==> src/rtl/clk_fault_supervisor.sv <==
// Fault-handling stage behind the clock period/glitch monitor (clk_ref domain).
// Re-arms the sticky monitor fault by pulsing its reset, counts faults in a
// sliding window and escalates to backup-clock select + interrupt at threshold.
module clk_fault_supervisor #(
   parameter int FAULT_THRESH   = 4,
   parameter int WINDOW         = 1024,
   parameter int REARM_CYCLES   = 2,
   parameter int HOLDOFF_CYCLES = 4,
   parameter int CW             = 16
) (
   input  logic          clk_ref,
   input  logic          rst_n,
   input  logic          fault_in,
   input  logic          sw_ack,
   input  logic          sw_restore,
   output logic          mon_rst_n,
   output logic          sel_backup,
   output logic          irq,
   output logic          warn,
   output logic [3:0]    fault_cnt,
   output logic [CW-1:0] total_cnt
);

   localparam int PMAX = (REARM_CYCLES > HOLDOFF_CYCLES) ? REARM_CYCLES : HOLDOFF_CYCLES;
   localparam int PW   = $clog2(PMAX + 1);
   localparam int WW   = $clog2(WINDOW);

   typedef enum logic [1:0] {S_REARM, S_HOLDOFF, S_ARMED, S_ALARM} state_e;

   state_e          state_q, state_d;
   logic [PW-1:0]   phase_q, phase_d;
   logic [3:0]      fcnt_q, fcnt_d, fcnt_new;
   logic [WW-1:0]   win_q, win_d;
   logic [CW-1:0]   total_q, total_d;
   logic            sel_q, sel_d;
   logic            mon_q, mon_d;
   logic            irq_q, irq_d;
   logic            warn_q, warn_d;
   logic            win_run, win_exp;

   // Next-state: window aging, phase sequencing, fault acceptance, escalation.
   always_comb begin
      state_d  = state_q;
      phase_d  = phase_q;
      fcnt_d   = fcnt_q;
      win_d    = win_q;
      total_d  = total_q;
      sel_d    = sel_q;
      fcnt_new = 4'd0;

      // Window ages only while faults are outstanding; frozen during ALARM
      // because the ack clears it anyway.
      win_run = (fcnt_q != 4'd0) && (state_q != S_ALARM);
      win_exp = win_run && (win_q == WW'(WINDOW - 1));
      if (win_exp) begin
         fcnt_d = 4'd0;
         win_d  = '0;
      end else if (win_run) begin
         win_d = win_q + 1'b1;
      end

      case (state_q)
         S_REARM: begin
            if (phase_q == PW'(REARM_CYCLES - 1)) begin
               state_d = S_HOLDOFF;
               phase_d = '0;
            end else begin
               phase_d = phase_q + 1'b1;
            end
         end
         S_HOLDOFF: begin
            if (phase_q == PW'(HOLDOFF_CYCLES - 1)) begin
               state_d = S_ARMED;
               phase_d = '0;
            end else begin
               phase_d = phase_q + 1'b1;
            end
         end
         S_ARMED: begin
            if (sw_restore) sel_d = 1'b0;
            if (fault_in) begin
               if (total_q != {CW{1'b1}}) total_d = total_q + 1'b1;
               // A fault on the expiry cycle opens a fresh window.
               fcnt_new = win_exp ? 4'd1 : (fcnt_q + 4'd1);
               fcnt_d   = fcnt_new;
               phase_d  = '0;
               if (fcnt_new == 4'(FAULT_THRESH)) begin
                  state_d = S_ALARM;
                  sel_d   = 1'b1;
               end else begin
                  state_d = S_REARM;
               end
            end
         end
         S_ALARM: begin
            if (sw_ack) begin
               state_d = S_REARM;
               phase_d = '0;
               fcnt_d  = 4'd0;
               win_d   = '0;
            end
         end
         default: begin
            state_d = S_REARM;
            phase_d = '0;
         end
      endcase

      mon_d  = (state_d == S_HOLDOFF) || (state_d == S_ARMED);
      irq_d  = (state_d == S_ALARM);
      warn_d = (fcnt_d != 4'd0);
   end

   // State and registered outputs; reset holds the monitor in reset.
   always_ff @(posedge clk_ref or negedge rst_n) begin
      if (!rst_n) begin
         state_q <= S_REARM;
         phase_q <= '0;
         fcnt_q  <= 4'd0;
         win_q   <= '0;
         total_q <= '0;
         sel_q   <= 1'b0;
         mon_q   <= 1'b0;
         irq_q   <= 1'b0;
         warn_q  <= 1'b0;
      end else begin
         state_q <= state_d;
         phase_q <= phase_d;
         fcnt_q  <= fcnt_d;
         win_q   <= win_d;
         total_q <= total_d;
         sel_q   <= sel_d;
         mon_q   <= mon_d;
         irq_q   <= irq_d;
         warn_q  <= warn_d;
      end
   end

   assign mon_rst_n  = mon_q;
   assign sel_backup = sel_q;
   assign irq        = irq_q;
   assign warn       = warn_q;
   assign fault_cnt  = fcnt_q;
   assign total_cnt  = total_q;

endmodule

==> config.mk <==
export PLATFORM = sky130hd
export DESIGN_NAME = clk_fault_supervisor
export DESIGN_NICKNAME = d
export VERILOG_FILES = /design/src/rtl/clk_fault_supervisor.sv
export SDC_FILE = /design/constraint.sdc
export NUM_CORES = 1
export LEC_CHECK = 0
export ABC_CLOCK_PERIOD_IN_PS = 2400
export BUFFER_PORTS_ARGS = -buffer_cell sky130_fd_sc_hd__buf_2
export CORE_ASPECT_RATIO = 1.2
export CORE_MARGIN = 2
export CORE_UTILIZATION = 30
export DETAILED_ROUTE_END_ITERATION = 16
export GPL_TIMING_DRIVEN = 0
export PLACE_DENSITY = 0.47
export SLEW_MARGIN = 25
export SYNTH_ARGS = -nofsm -noshare
export SYNTH_HDL_FRONTEND = slang
export SYNTH_SLANG_ARGS = --single-unit
export TNS_END_PERCENT = 100
==> constraint.sdc <==
create_clock -name clk_ref -period 2.4 [get_ports clk_ref]
set_clock_uncertainty 0.1 [all_clocks]
set_input_delay 0.24 -clock clk_ref [delete_from_list [all_inputs] [get_ports clk_ref]]
set_output_delay 0.24 -clock clk_ref [all_outputs]
set_load 0.005 [all_outputs]
==> out/results.txt, run 1 <==
first drt pass iteration count - 4
TritonCTS clock tree - done
power consumption - 2.48 mW
clock sinks - 39
total wire length - 4640 um
Num CTS Buffers - 5
max frequency - 457 MHz
worst slew pin tran - 541 ps
largest net degree at the start of global routing - 40
RR Endpoint - mon_rst_n
vias in the first global route - 1,629
Clock Tree Buf Depth - 2
CP startpoint - fault_cnt[0]
drt initial violations - 44
count of standard-cell rows - 33
crit share post-route - 0.912
CTS root buf - clkbuf_8
Core Region - 6850 sq um
worst path arrival time - 2270 ps
slew margin rel. - 0.637
Hold EP - win_q[8]
Area Overhead vs Synth - 18.8%
via count - 1,614
H-tree depth - 2
Syn Nets - 231
Worst Hold Class - in2reg
nature of the critical path endpoint - flip-flop
ys flop type - dfrtp_1
leading post-synthesis cells by cell area - dfrtp_1 46%, ha_1 5.9%, xor2_1 5.0%
worst reg2reg setup slack - 210 ps
Util after Layout - 0.367
Detail Route Antenna Nets - 0
power density cells - 986 nW/um^2
worst hold path stage count - 2
Mapped Avg Cell Area - 9.80 sq um
DPL Wire Length - 3340 um
Fillers - 725
cell taking the most area after synthesis - dfrtp_1
initial antenna violation count - 0
top-count cell post-synth - dfrtp_1
final slew viol count - 0
outcome - finished, final reports clean
Via density - 4.76
maximum fanout along the worst path - 8
clock latency on the worst-skew pair - 290 ps
worst r2r path cells - 8
async set or reset register ratio after synthesis - 1.00
Post-Synthesis Cells - 216
# setup viols final - 0
final net count - 266
Diodes inserted - 0
area of the die - 7740 sq um
Initial Util - 0.309
area share of the largest cell type after synthesis - 0.461
crit path time final - 2190 ps
unique cell type count in the Yosys netlist - 50
RSZ-0062 raised after global routing - no
leakage power - 1.21 nW
Synth top cells by count - 39 x dfrtp_1, 24 x nor2_1, 22 x nand2_1
# IOs - 29
sequential share of the synthesized area - 0.461
CP required - 2480 ps
ratio of cells with drive above 1 in the final layout - 0.218
hold_sp - sw_ack
Startpoint Class - flip-flop
CTS clk-pin slew, worst paths - 80 ps
Final Hold Fails - 0
yosys warns - 0
total grt overflow - 0
I/O Buffers - 27
Max Cap Viol - 0
gr usage total - 0.131
remaining routing DRC violations - 0
WL/cell - 13.7 um
Die Y - 96.0 um
register bit count reported by yosys - 39
Setup CP Type - reg2reg
chip width - 80.7 um
global-route wire length before repair - 7810 um
r2r startpoint - fault_cnt[0]
GP Congestion - 0.743
Post-synth EDFFs - 0
Netlist Area Pre-Place - 2120 sq um
Worst IR Drop VDD - 0.323 mV
through the flow:
stage          instance area, sq um  std cells  setup slack, ps  hold WS [ps]  setup TNS (ps)
2_1_floorplan                  2120        216              307          -156               0
3_3_place_gp                   2360        330            -78.0           323           -78.0
3_5_place_dp                   2360        330            -62.4           333           -62.4
4_1_cts                        2480        338             46.1          5.77               0
5_1_grt                        2510        339             66.9           133               0
6_report                       2510        339              212           115               0
power breakdown:
| part | leakage [nW] | switching (mW) | internal [mW] |
|---|---|---|---|
| Clock | 0.0505 | 0.245 | 0.262 |
| Combinational | 0.657 | 0.516 | 0.423 |
| Sequential | 0.498 | 0.202 | 0.831 |
| Total | 1.21 | 0.963 | 1.52 |
cell families (layout without fill, tap and decap cells):
group,after synthesis,after routing,share of synthesized area
XOR/XNOR,20,20,0.0828
AND/OR/NAND/NOR,90,90,0.231
AO/OA/AOI/OAI,36,36,0.106
multiplexers,5,5,0.0272
buffers and inverters,16,52,0.0319
flip-flops,39,39,0.461
adder cells (fa/ha/maj),10,10,0.0591
how the worst max path moves through the flow:
stage | cells past startpoint | to
after detailed placement | 8 | mon_rst_n
after global routing | 8 | mon_rst_n
after floorplan | 8 | mon_rst_n
final | 8 | mon_rst_n
after global placement | 8 | mon_rst_n
after CTS | 8 | mon_rst_n
per-layer routing:
metal  routed length, um  global-route usage  vias to the layer above
met3                 142              0.0291                        6
met5                   0                   0                        -
met1                2130               0.156                      765
met2                2300               0.233                       22
li1                    -                   -                      821
met4                  68              0.0424                        0
area by class of cell:
cell class | instances | area [sq um] | share of cell area
multi-input cells | 161 | 1110 | 0.441
flip-flops and latches | 39 | 977 | 0.389
repair buffers | 28 | 148 | 0.0587
well taps | 87 | 109 | 0.0433
clock buffers | 7 | 96.3 | 0.0383
inverters | 10 | 37.5 | 0.0149
plain buffers | 6 | 30.0 | 0.0119
clock inverters | 1 | 7.51 | 0.00299
flip-flops by register name (all words and copies together), names as in the netlist:
register / flops
win_q: 10
fault_cnt: 4
phase_q: 3
irq: 1
warn: 1
state_q: 2
sel_backup: 1
mon_rst_n: 1
total_cnt: 16
layout by cell type, fill, tap and decap left out, types with 2 or more instances in the layout:
cell type  Yosys  routed
and3_1         2       2
buf_4          1       2
mux2_2         2       2
buf_2          3      29
nand3_1        9       9
nor2_1        24      24
mux2i_1        2       2
nor2b_1        3       3
a22oi_1        2       2
nand3b_1       2       2
clkbuf_8       0       7
or3_1          2       2
a31oi_1        4       4
nor3_1         4       4
inv_1         10      10
nand2_1       22      22
nor4_4         1       3
ha_1          10      10
nand4_1        5       5
dfrtp_1       39      38
xnor2_1        8       8
o22ai_1        4       4
a21oi_1        9       9
xor2_1        12      12
o21ai_0        9       8
critical path, stage by stage (launching register included):
cell,delay (ps)
dfrtp_2,470
inv_1,140
ha_1,160
nor3b_4,290
nor4_4,110
nor4_4,280
nor2b_1,80
o21ai_1,190
ha_1,260
what timing repair did:
| action | CTS | global route |
|---|---|---|
| gates cloned | 0 | 0 |
| setup buffers | 0 | 0 |
| hold buffers | 0 | 1 |
| setup endpoints to repair | 1 | 1 |
| resized for setup | 3 | 4 |
| endpoints found under the hold margin | 0 | 39 |
Note: power is estimated with default switching activity, not from simulation.
==> run 2: changes to the inputs <==
Settings changed: CAP_MARGIN set to 20, CORE_UTILIZATION 30 to 35, PLACE_DENSITY 0.47 to 0.53.
==> out/results.txt, run 2 (synthesis results as in run 1) <==
outcome - complete, but fails checks (was finished, final reports clean)
failing checks - hold timing
CTS clk-pin slew, worst paths - 80 ps (about the same)
vias in the first global route - 1,528 (was 1,629)
drt initial violations - 55 (was 44)
maximum fanout along the worst path - 8 (unchanged)
first drt pass iteration count - 4 (unchanged)
initial antenna violation count - 0 (unchanged)
crit share post-route - 0.912 (about the same)
FF+latch area - 977 sq um (unchanged)
M2 GR Usage - 0.246 (was 0.233)
met1 usage - 0.182 (was 0.156)
final slew viol count - 0 (unchanged)
most common cell after layout, fill and taps aside - dfrtp_1 (unchanged)
# IOs - 29 (unchanged)
Post-CTS Setup Inserts - 0 (unchanged)
Initial Util - 0.357 (was 0.309)
Core Region - 5930 sq um (was 6850 sq um)
power density cells - 1000 nW/um^2 (was 986 nW/um^2)
Via density - 4.98 (was 4.76)
H-tree depth - 2 (unchanged)
Post-DP Area - 2350 sq um (was 2360 sq um)
GR peak layer - met2 (unchanged)
GP Congestion - 0.774 (was 0.743)
final instance area - 2490 sq um (was 2510 sq um)
Clock Tree Buf Depth - 2 (unchanged)
Worst Hold Class - in2async (was in2reg)
Die Y - 89.2 um (was 96.0 um)
Startpoint Class - flip-flop (unchanged)
max frequency - 457 MHz (about the same)
Final Hold Fails - 39 (was 0)
area of the die - 6690 sq um (was 7740 sq um)
remaining routing DRC violations - 0 (unchanged)
crit path time final - 2190 ps (about the same)
CP required - 2470 ps (was 2480 ps)
via count - 1,653 (was 1,614)
gr usage total - 0.145 (was 0.131)
Fillers - 617 (was 725)
Largest register FFs - 16 (unchanged)
I/O Buffers - 27 (unchanged)
commonest cells after routing, fill and taps aside - 38 x dfrtp_1, 30 x buf_2, 24 x nor2_1 (was 38 x dfrtp_1, 29 x buf_2, 24 x nor2_1)
total grt overflow - 0 (unchanged)
met3 Use GR - 0.0338 (was 0.0291)
worst slew pin tran - 884 ps (was 541 ps)
CTS root buf - clkbuf_8 (unchanged)
slew margin rel. - 0.411 (was 0.637)
Diodes inserted - 0 (unchanged)
Num CTS Buffers - 5 (unchanged)
hold slack - -30.5 ps (was 115 ps)
chip width - 75.0 um (was 80.7 um)
clock sinks - 39 (unchanged)
Area Overhead vs Synth - 17.6% (was 18.8%)
Worst IR Drop VDD - 0.409 mV (was 0.323 mV)
final net count - 265 (was 266)
leakage power - 1.20 nW (was 1.21 nW)
DPL Wire Length - 3250 um (was 3340 um)
worst path arrival time - 2260 ps (was 2270 ps)
CTS Hold Bufs - 0 (unchanged)
total wire length - 4480 um (was 4640 um)
Detail Route Antenna Nets - 0 (unchanged)
count of standard-cell rows - 31 (was 33)
TritonCTS clock tree - done (unchanged)
Setup CP Type - reg2reg (unchanged)
global-route wire length before repair - 7310 um (was 7810 um)
Max Cap Viol - 0 (unchanged)
WL/cell - 13.5 um (was 13.7 um)
largest net degree at the start of global routing - 40 (unchanged)
clock latency on the worst-skew pair - 290 ps (about the same)
area occupied by multi-input gates - 1100 sq um (was 1110 sq um)
# setup viols final - 0 (unchanged)
nature of the critical path endpoint - flip-flop (unchanged)
ratio of cells with drive above 1 in the final layout - 0.216 (was 0.218)
RSZ-0062 raised after global routing - no (unchanged)
[run 2: cell count changes in the layout (fill, tap and decap cells not counted), sizes merged]
cell / previous run / this run
bufinv: 0 / 1
clkinvlp: 1 / 0
clkbuf: 8 / 7
dlygate4sd3: 1 / 0
[run 2: final cells by class]
cell class / instances / share of cell area
multi-input combinational: 161 / 0.443
sequential: 39 / 0.393
timing repair buffer: 27 / 0.0543
tap: 82 / 0.0412
clock buffer: 6 / 0.0292
inverter: 10 / 0.0151
clock inverter: 1 / 0.0121
buffer: 6 / 0.0121
[run 2: per-stage QoR]
step / setup slack [ps] / util / setup TNS (ps) / total power, mW / instances
floorplan: 307 / - / 0 / 1.66 / 216
global placement: -142 / 0.397 / -142 / 1.93 / 325
finish: 211 / 0.419 / 0 / 2.49 / 332
CTS: 8.27 / 0.416 / 0 / 2.50 / 332
detailed placement: -132 / 0.397 / -151 / 1.95 / 325
global route: 64.9 / 0.419 / 0 / 2.72 / 332
[run 2: metal layers]
layer	vias up	wire length, um
met2	26	2240
met3	5	138
li1	825	-
met4	0	45
met5	-	0
met1	797	2050
[run 2: final timing paths]
kind                               from            end  slack, ps  depth (start not counted)
max                        fault_cnt[0]      mon_rst_n        210                          8
max in group asynchronous         rst_n   fault_cnt[0]       1620                          1
min in group clk_ref             sw_ack       win_q[8]        120                          2
max reg2reg                fault_cnt[0]      mon_rst_n        210                          8
min                               rst_n  total_cnt[11]        -30                          1
min reg2reg                total_cnt[8]   total_cnt[8]        390                          1
[run 2: power by group]
group	switching [mW]	internal, mW	leakage, nW
sequential	0.208	0.831	0.498
combinational	0.500	0.419	0.654
clock	0.225	0.305	0.0513
[run 2: critical path, stage by stage, from the launching register on]
cell     delay, ps
dfrtp_2        470
inv_1          110
ha_1           150
nor3b_4        310
nor4_4         110
nor4_2         280
nor2b_1        100
o21ai_2        180
ha_1           260
[run 2: repair_timing]
| item | 4_1_cts | 5_1_grt |
|---|---|---|
| endpoints found under the hold margin | 0 | 0 |
| resized for setup | 3 | 4 |
| setup endpoints to repair | 2 | 2 |
